File: config.mk
export PLATFORM = sky130hd
export DESIGN_NAME = mips_multicycle_control
export DESIGN_NICKNAME = d
export VERILOG_FILES = /design/src/rtl/mips_multicycle_control_pkg.sv /design/src/rtl/mips_multicycle_control.sv
export SDC_FILE = /design/constraint.sdc
export NUM_CORES = 1
export LEC_CHECK = 0
export ABC_AREA = 1
export CAP_MARGIN = 40
export CORE_MARGIN = 5
export CORE_UTILIZATION = 37
export DETAILED_ROUTE_END_ITERATION = 12
export PLACE_DENSITY = 0.74
export SLEW_MARGIN = 20
export SYNTH_ARGS = -nofsm -noshare
export SYNTH_HDL_FRONTEND = slang
export SYNTH_SLANG_ARGS = --single-unit
File: constraint.sdc
create_clock -name clk -period 1.3 [get_ports clk]
set_input_delay 0.26 -clock clk [delete_from_list [all_inputs] [get_ports clk]]
set_output_delay 0.26 -clock clk [all_outputs]
set_load 0.02 [all_outputs]
File: src/rtl/mips_multicycle_control_pkg.sv
// Shared encodings for the multicycle MIPS-32 control path: opcodes, FSM states,
// and the alu_op / alu_src_b / pc_source select codes. The ALU-control decoder
// imports the same alu_op constants so the producer and consumer cannot drift.
package mips_multicycle_control_pkg;

  // instruction[31:26] values handled by the control FSM
  localparam logic [5:0] OP_RTYPE = 6'b000000;
  localparam logic [5:0] OP_LW    = 6'b100011;
  localparam logic [5:0] OP_SW    = 6'b101011;
  localparam logic [5:0] OP_BEQ   = 6'b000100;
  localparam logic [5:0] OP_J     = 6'b000010;
  localparam logic [5:0] OP_ADDI  = 6'b001000;

  // Codes 12-15 are unused; the FSM treats them as a return to FETCH.
  typedef enum logic [3:0] {
    S_FETCH  = 4'd0,
    S_DECODE = 4'd1,
    S_MEMADR = 4'd2,
    S_MEMRD  = 4'd3,
    S_MEMWB  = 4'd4,
    S_MEMWR  = 4'd5,
    S_EXEC   = 4'd6,
    S_ALUWB  = 4'd7,
    S_BRANCH = 4'd8,
    S_JUMP   = 4'd9,
    S_ADDIEX = 4'd10,
    S_ADDIWB = 4'd11
  } state_t;

  // alu_op codes; 2'b11 is reserved and never driven
  localparam logic [1:0] ALU_OP_ADD   = 2'b00;
  localparam logic [1:0] ALU_OP_SUB   = 2'b01;
  localparam logic [1:0] ALU_OP_FUNCT = 2'b10;

  // ALU B operand select
  localparam logic [1:0] ALU_B_REG     = 2'b00;
  localparam logic [1:0] ALU_B_FOUR    = 2'b01;
  localparam logic [1:0] ALU_B_IMM     = 2'b10;
  localparam logic [1:0] ALU_B_IMM_SH2 = 2'b11;

  // PC source select
  localparam logic [1:0] PC_SRC_ALU    = 2'b00;
  localparam logic [1:0] PC_SRC_ALUOUT = 2'b01;
  localparam logic [1:0] PC_SRC_JUMP   = 2'b10;

  function automatic logic is_supported_op(input logic [5:0] op);
    case (op)
      OP_RTYPE, OP_LW, OP_SW, OP_BEQ, OP_J, OP_ADDI: is_supported_op = 1'b1;
      default:                                       is_supported_op = 1'b0;
    endcase
  endfunction

endpackage

File: src/rtl/mips_multicycle_control.sv
// Main control FSM for the multicycle MIPS-32 datapath.
// Latency: R-type 4, lw 5, sw 4, addi 4, beq 3, j 3 cycles, plus one per memory wait cycle.
// Backpressure: FETCH, MEMRD and MEMWR hold their memory strobes until mem_ready; elsewhere mem_ready is ignored.
// Ports: clk, rst_n (sync, active-low); opcode, mem_ready in; datapath strobes and
//   selects (pc_write .. pc_source) out; instr_done / illegal_op pulses; state for debug.
module mips_multicycle_control
  import mips_multicycle_control_pkg::*;
#(
  // Must be a legal state encoding; an out-of-range value falls back to FETCH one edge later.
  parameter logic [3:0] RESET_STATE = 4'd0
) (
  input  logic       clk,
  input  logic       rst_n,
  input  logic [5:0] opcode,
  input  logic       mem_ready,
  output logic       pc_write,
  output logic       pc_write_cond,
  output logic       iord,
  output logic       mem_read,
  output logic       mem_write,
  output logic       ir_write,
  output logic       mem_to_reg,
  output logic       reg_dst,
  output logic       reg_write,
  output logic       alu_src_a,
  output logic [1:0] alu_src_b,
  output logic [1:0] alu_op,
  output logic [1:0] pc_source,
  output logic       instr_done,
  output logic       illegal_op,
  output logic [3:0] state
);

  state_t state_q;
  state_t state_d;

  always_ff @(posedge clk) begin
    if (!rst_n) begin
      state_q <= state_t'(RESET_STATE);
    end else begin
      state_q <= state_d;
    end
  end

  assign state = state_q;

  // next-state logic
  always_comb begin
    state_d = S_FETCH;
    case (state_q)
      S_FETCH:  state_d = mem_ready ? S_DECODE : S_FETCH;
      S_DECODE: begin
        case (opcode)
          OP_LW, OP_SW: state_d = S_MEMADR;
          OP_RTYPE:     state_d = S_EXEC;
          OP_BEQ:       state_d = S_BRANCH;
          OP_J:         state_d = S_JUMP;
          OP_ADDI:      state_d = S_ADDIEX;
          default:      state_d = S_FETCH;
        endcase
      end
      // only lw and sw reach MEMADR
      S_MEMADR: state_d = (opcode == OP_SW) ? S_MEMWR : S_MEMRD;
      S_MEMRD:  state_d = mem_ready ? S_MEMWB : S_MEMRD;
      S_MEMWB:  state_d = S_FETCH;
      S_MEMWR:  state_d = mem_ready ? S_FETCH : S_MEMWR;
      S_EXEC:   state_d = S_ALUWB;
      S_ALUWB:  state_d = S_FETCH;
      S_BRANCH: state_d = S_FETCH;
      S_JUMP:   state_d = S_FETCH;
      S_ADDIEX: state_d = S_ADDIWB;
      S_ADDIWB: state_d = S_FETCH;
      default:  state_d = S_FETCH;
    endcase
  end

  // Output decode. Everything is gated by rst_n so no strobe escapes in a
  // reset cycle, even when the register still holds a mid-instruction state.
  always_comb begin
    pc_write      = 1'b0;
    pc_write_cond = 1'b0;
    iord          = 1'b0;
    mem_read      = 1'b0;
    mem_write     = 1'b0;
    ir_write      = 1'b0;
    mem_to_reg    = 1'b0;
    reg_dst       = 1'b0;
    reg_write     = 1'b0;
    alu_src_a     = 1'b0;
    alu_src_b     = ALU_B_REG;
    alu_op        = ALU_OP_ADD;
    pc_source     = PC_SRC_ALU;
    instr_done    = 1'b0;
    illegal_op    = 1'b0;
    if (rst_n) begin
      case (state_q)
        S_FETCH: begin
          mem_read  = 1'b1;
          alu_src_b = ALU_B_FOUR;
          alu_op    = ALU_OP_ADD;
          // IR and PC load only in the cycle memory delivers the instruction
          ir_write  = mem_ready;
          pc_write  = mem_ready;
        end
        S_DECODE: begin
          alu_src_b  = ALU_B_IMM_SH2;
          alu_op     = ALU_OP_ADD;
          illegal_op = ~is_supported_op(opcode);
        end
        S_MEMADR, S_ADDIEX: begin
          alu_src_a = 1'b1;
          alu_src_b = ALU_B_IMM;
          alu_op    = ALU_OP_ADD;
        end
        S_MEMRD: begin
          mem_read = 1'b1;
          iord     = 1'b1;
        end
        S_MEMWB: begin
          reg_write  = 1'b1;
          mem_to_reg = 1'b1;
          instr_done = 1'b1;
        end
        S_MEMWR: begin
          mem_write  = 1'b1;
          iord       = 1'b1;
          instr_done = mem_ready;
        end
        S_EXEC: begin
          alu_src_a = 1'b1;
          alu_op    = ALU_OP_FUNCT;
        end
        S_ALUWB: begin
          reg_write  = 1'b1;
          reg_dst    = 1'b1;
          instr_done = 1'b1;
        end
        S_ADDIWB: begin
          reg_write  = 1'b1;
          instr_done = 1'b1;
        end
        S_BRANCH: begin
          alu_src_a     = 1'b1;
          alu_op        = ALU_OP_SUB;
          pc_write_cond = 1'b1;
          pc_source     = PC_SRC_ALUOUT;
          instr_done    = 1'b1;
        end
        S_JUMP: begin
          pc_write   = 1'b1;
          pc_source  = PC_SRC_JUMP;
          instr_done = 1'b1;
        end
        default: begin
          pc_write = 1'b0;
        end
      endcase
    end
  end

endmodule

==> results.ini, run 1 <==
[status]
status = finished with violations
violations = negative setup slack

[sta]
slew_headroom = 0.8572
fin_crit_sh = 1.280
fin_skew_ps = 12.70
tns_ps = -5198
hold_viol = 0
rsz0062_at_grt = yes
fmax_mhz = 601.1
maxSlewViolCount = 0
period_minus_slack_ps = 1664
finalSetupViolCount = 21
worst_slew_pin_slew_ps = 215.1
fin_ws_ps = -363.8

[route]
vias_per_cell = 5.349
drt_pass1_iterations = 4
wl_per_cell_um = 16.15
ant_nets = 0
drc = 0
routed_wl_mm = 3.101
vias = 1027
dr.first_iter.drc_count = 33

[floorplanning]
fp.dieH_um = 49.01
core_um2 = 1471
fp.dieW_um = 49.01
rows = 14
ioPinCount = 31
die-area_um2 = 2402
initial_utilization = 0.3827

[clock_network]
clk_path_buf_depth = 2
clkSinkCount = 4
clk_pin_slew_ps = 50
hold_buffers = 0
cts_root_buffer = clkbuf_4
cts_tree = built
cts_inserted_buffers = 3
clock_latency_ps = 260
htreeDepth = 1

[critical_path]
crit_arrival_ps = 1400
crit_fanout = 4
startpoint_type = input port
endpoint_kind = output port
crit_required_ps = 1040
crit_type = input port to output port

[synth]
synth_top_area_share = 0.1867
synth_area_leaders = nand2_1 (19%), nor2_1 (15%), dfxtp_1 (14%)
seq_area_frac_synth = 0.1422
syn_area_um2 = 563.0
syn_area_per_cell_um2 = 5.072
yosys.area.top_type = nand2_1
synthesis.nets = 120
synth_warnings = 0
yosys_register_bits = 4
synth_cells = 111
yosysUniqueCellTypes = 17

[layout]
antenna_cells = 0
synthToLayoutAreaGrowth_pct = 140.0
fin_cells = 192
layout.nets = 186
drive_gt1_frac = 0.6420
largest_register_ffs = 4
fin_area_um2 = 1351

[power]
p_sw_frac = 0.3778
intPower_uw = 337.8
p_sw_uw = 205.1
leakagePower_uw = 0.0006758
irDropWorstVdd_v = 0.0004274
p_per_area_nw_per_um2 = 401.8
sequentialPowerShare = 0.234
combPwrFrac = 0.416
clock_power_share = 0.350
power_uw = 542.9

[placed_design]
gp_congestion = 0.8327
placed_cell_area_um2 = 1125
dpl.hpwl_mm = 1.689
post-place-cells = 175
pre_cts_ws_ps = -977.2
portBuffers = 30

[global_route]
track_usage = 0.2369
grt_max_degree = 18
grt_overflow_total = 0
antenna_found_initial = 0
grt_pass1_vias = 950
grt_pass1_wl_mm = 4.278

[job]
max_cap_violations = 0

[min_path]
hold_path.class = input port to register

-- routing by layer --
metal	global-route usage	wire [um]	vias up
met3	0.07645	186	20
met2	0.4087	1549	64
met5	0	0	-
li1	-	-	473
met1	0.2080	1164	470
met4	0.2332	200	0
-- stage by stage --
stage / util / hold slack (ps)
2_1_floorplan: - / 357.6
3_3_place_gp: 0.7645 / 750.7
3_5_place_dp: 0.7645 / 752.8
4_1_cts: 0.8605 / 522.2
5_1_grt: 0.9184 / 592.0
6_report: 0.9184 / 571.5
-- cells by family after synthesis --
family,count (synthesis),synth area share
simple gates,72,0.5800
compound gates,13,0.1178
flops,4,0.1422
buf+inv,22,0.1600
-- critical path: stages --
cell	delay [ps]
clkdlybuf4s15_1	240
nor2_2	170
inv_1	110
nand2_1	80
o21ai_1	80
buf_4	150
nor3_4	170
buf_6	130
-- worst paths after layout --
kind	slack, ps	startpoint	end	cells after the start
hold reg to reg	820	state[3]	state[3]	5
setup reg to reg	-160	state[1]	state[1]	10
hold / removal	570	opcode[4]	state[2]	6
setup / recovery	-360	opcode[2]	illegal_op	8
-- cell usage in the layout (no fill, tap or decap), types with 2 or more instances in the layout --
| master | instances |
|---|---|
| buf_4 | 37 |
| nor2_4 | 12 |
| o21ai_1 | 3 |
| dlygate4sd2_1 | 5 |
| clkinv_2 | 2 |
| inv_1 | 12 |
| nand3_1 | 9 |
| nor3_4 | 2 |
| nor2_2 | 5 |
| inv_2 | 4 |
| nand2_1 | 17 |
| nand2_2 | 12 |
| dfxtp_4 | 4 |
| nand2_4 | 2 |
| buf_6 | 16 |
| a21oi_2 | 6 |
| nor2_1 | 11 |
| clkbuf_2 | 3 |
| clkbuf_4 | 3 |
-- final cells by class --
type                            count  area [um2]
Fill cell                          68       120.1
Sequential cell                     4       95.09
Multi-Input combinational cell     85       576.8
Tap cell                           16       20.02
Clock buffer                        4       26.28
Timing Repair Buffer               64       556.8
Inverter                           19       76.32
-- cells in the mapped netlist, drive strengths merged --
cell and count:
a21oi 8, a31oi 1, buf 2, clkbuf 1
clkinv 2, dfxtp 4, inv 17, nand2 31
nand3 10, nor2 28, nor3 3, o21ai 4
-- timing repair --
| item | 4_1_cts | 5_1_grt |
|---|---|---|
| setup buffers | 10 | 6 |
| pin swaps | 9 | 15 |
| resized for setup | 138 | 32 |
| endpoints found under the setup margin | 24 | 23 |
-- power by group through the flow --
stage / Clock (uW) / Sequential (uW) / Combinational, uW
after global routing: 209 / 127 / 240
after global placement: 0 / 129 / 182
after detailed placement: 0 / 129 / 185
after CTS: 189 / 127 / 195
after floorplan: 0 / 132 / 84.6
final: 190 / 127 / 226
Power figures use the tool's default switching activity.
==> run 2: changes to the inputs <==
Settings changed: CAP_MARGIN 40 to unset.
==> results of run 2 <==
Same layout as run 1: the final DEF is identical, and so are final timing and power.
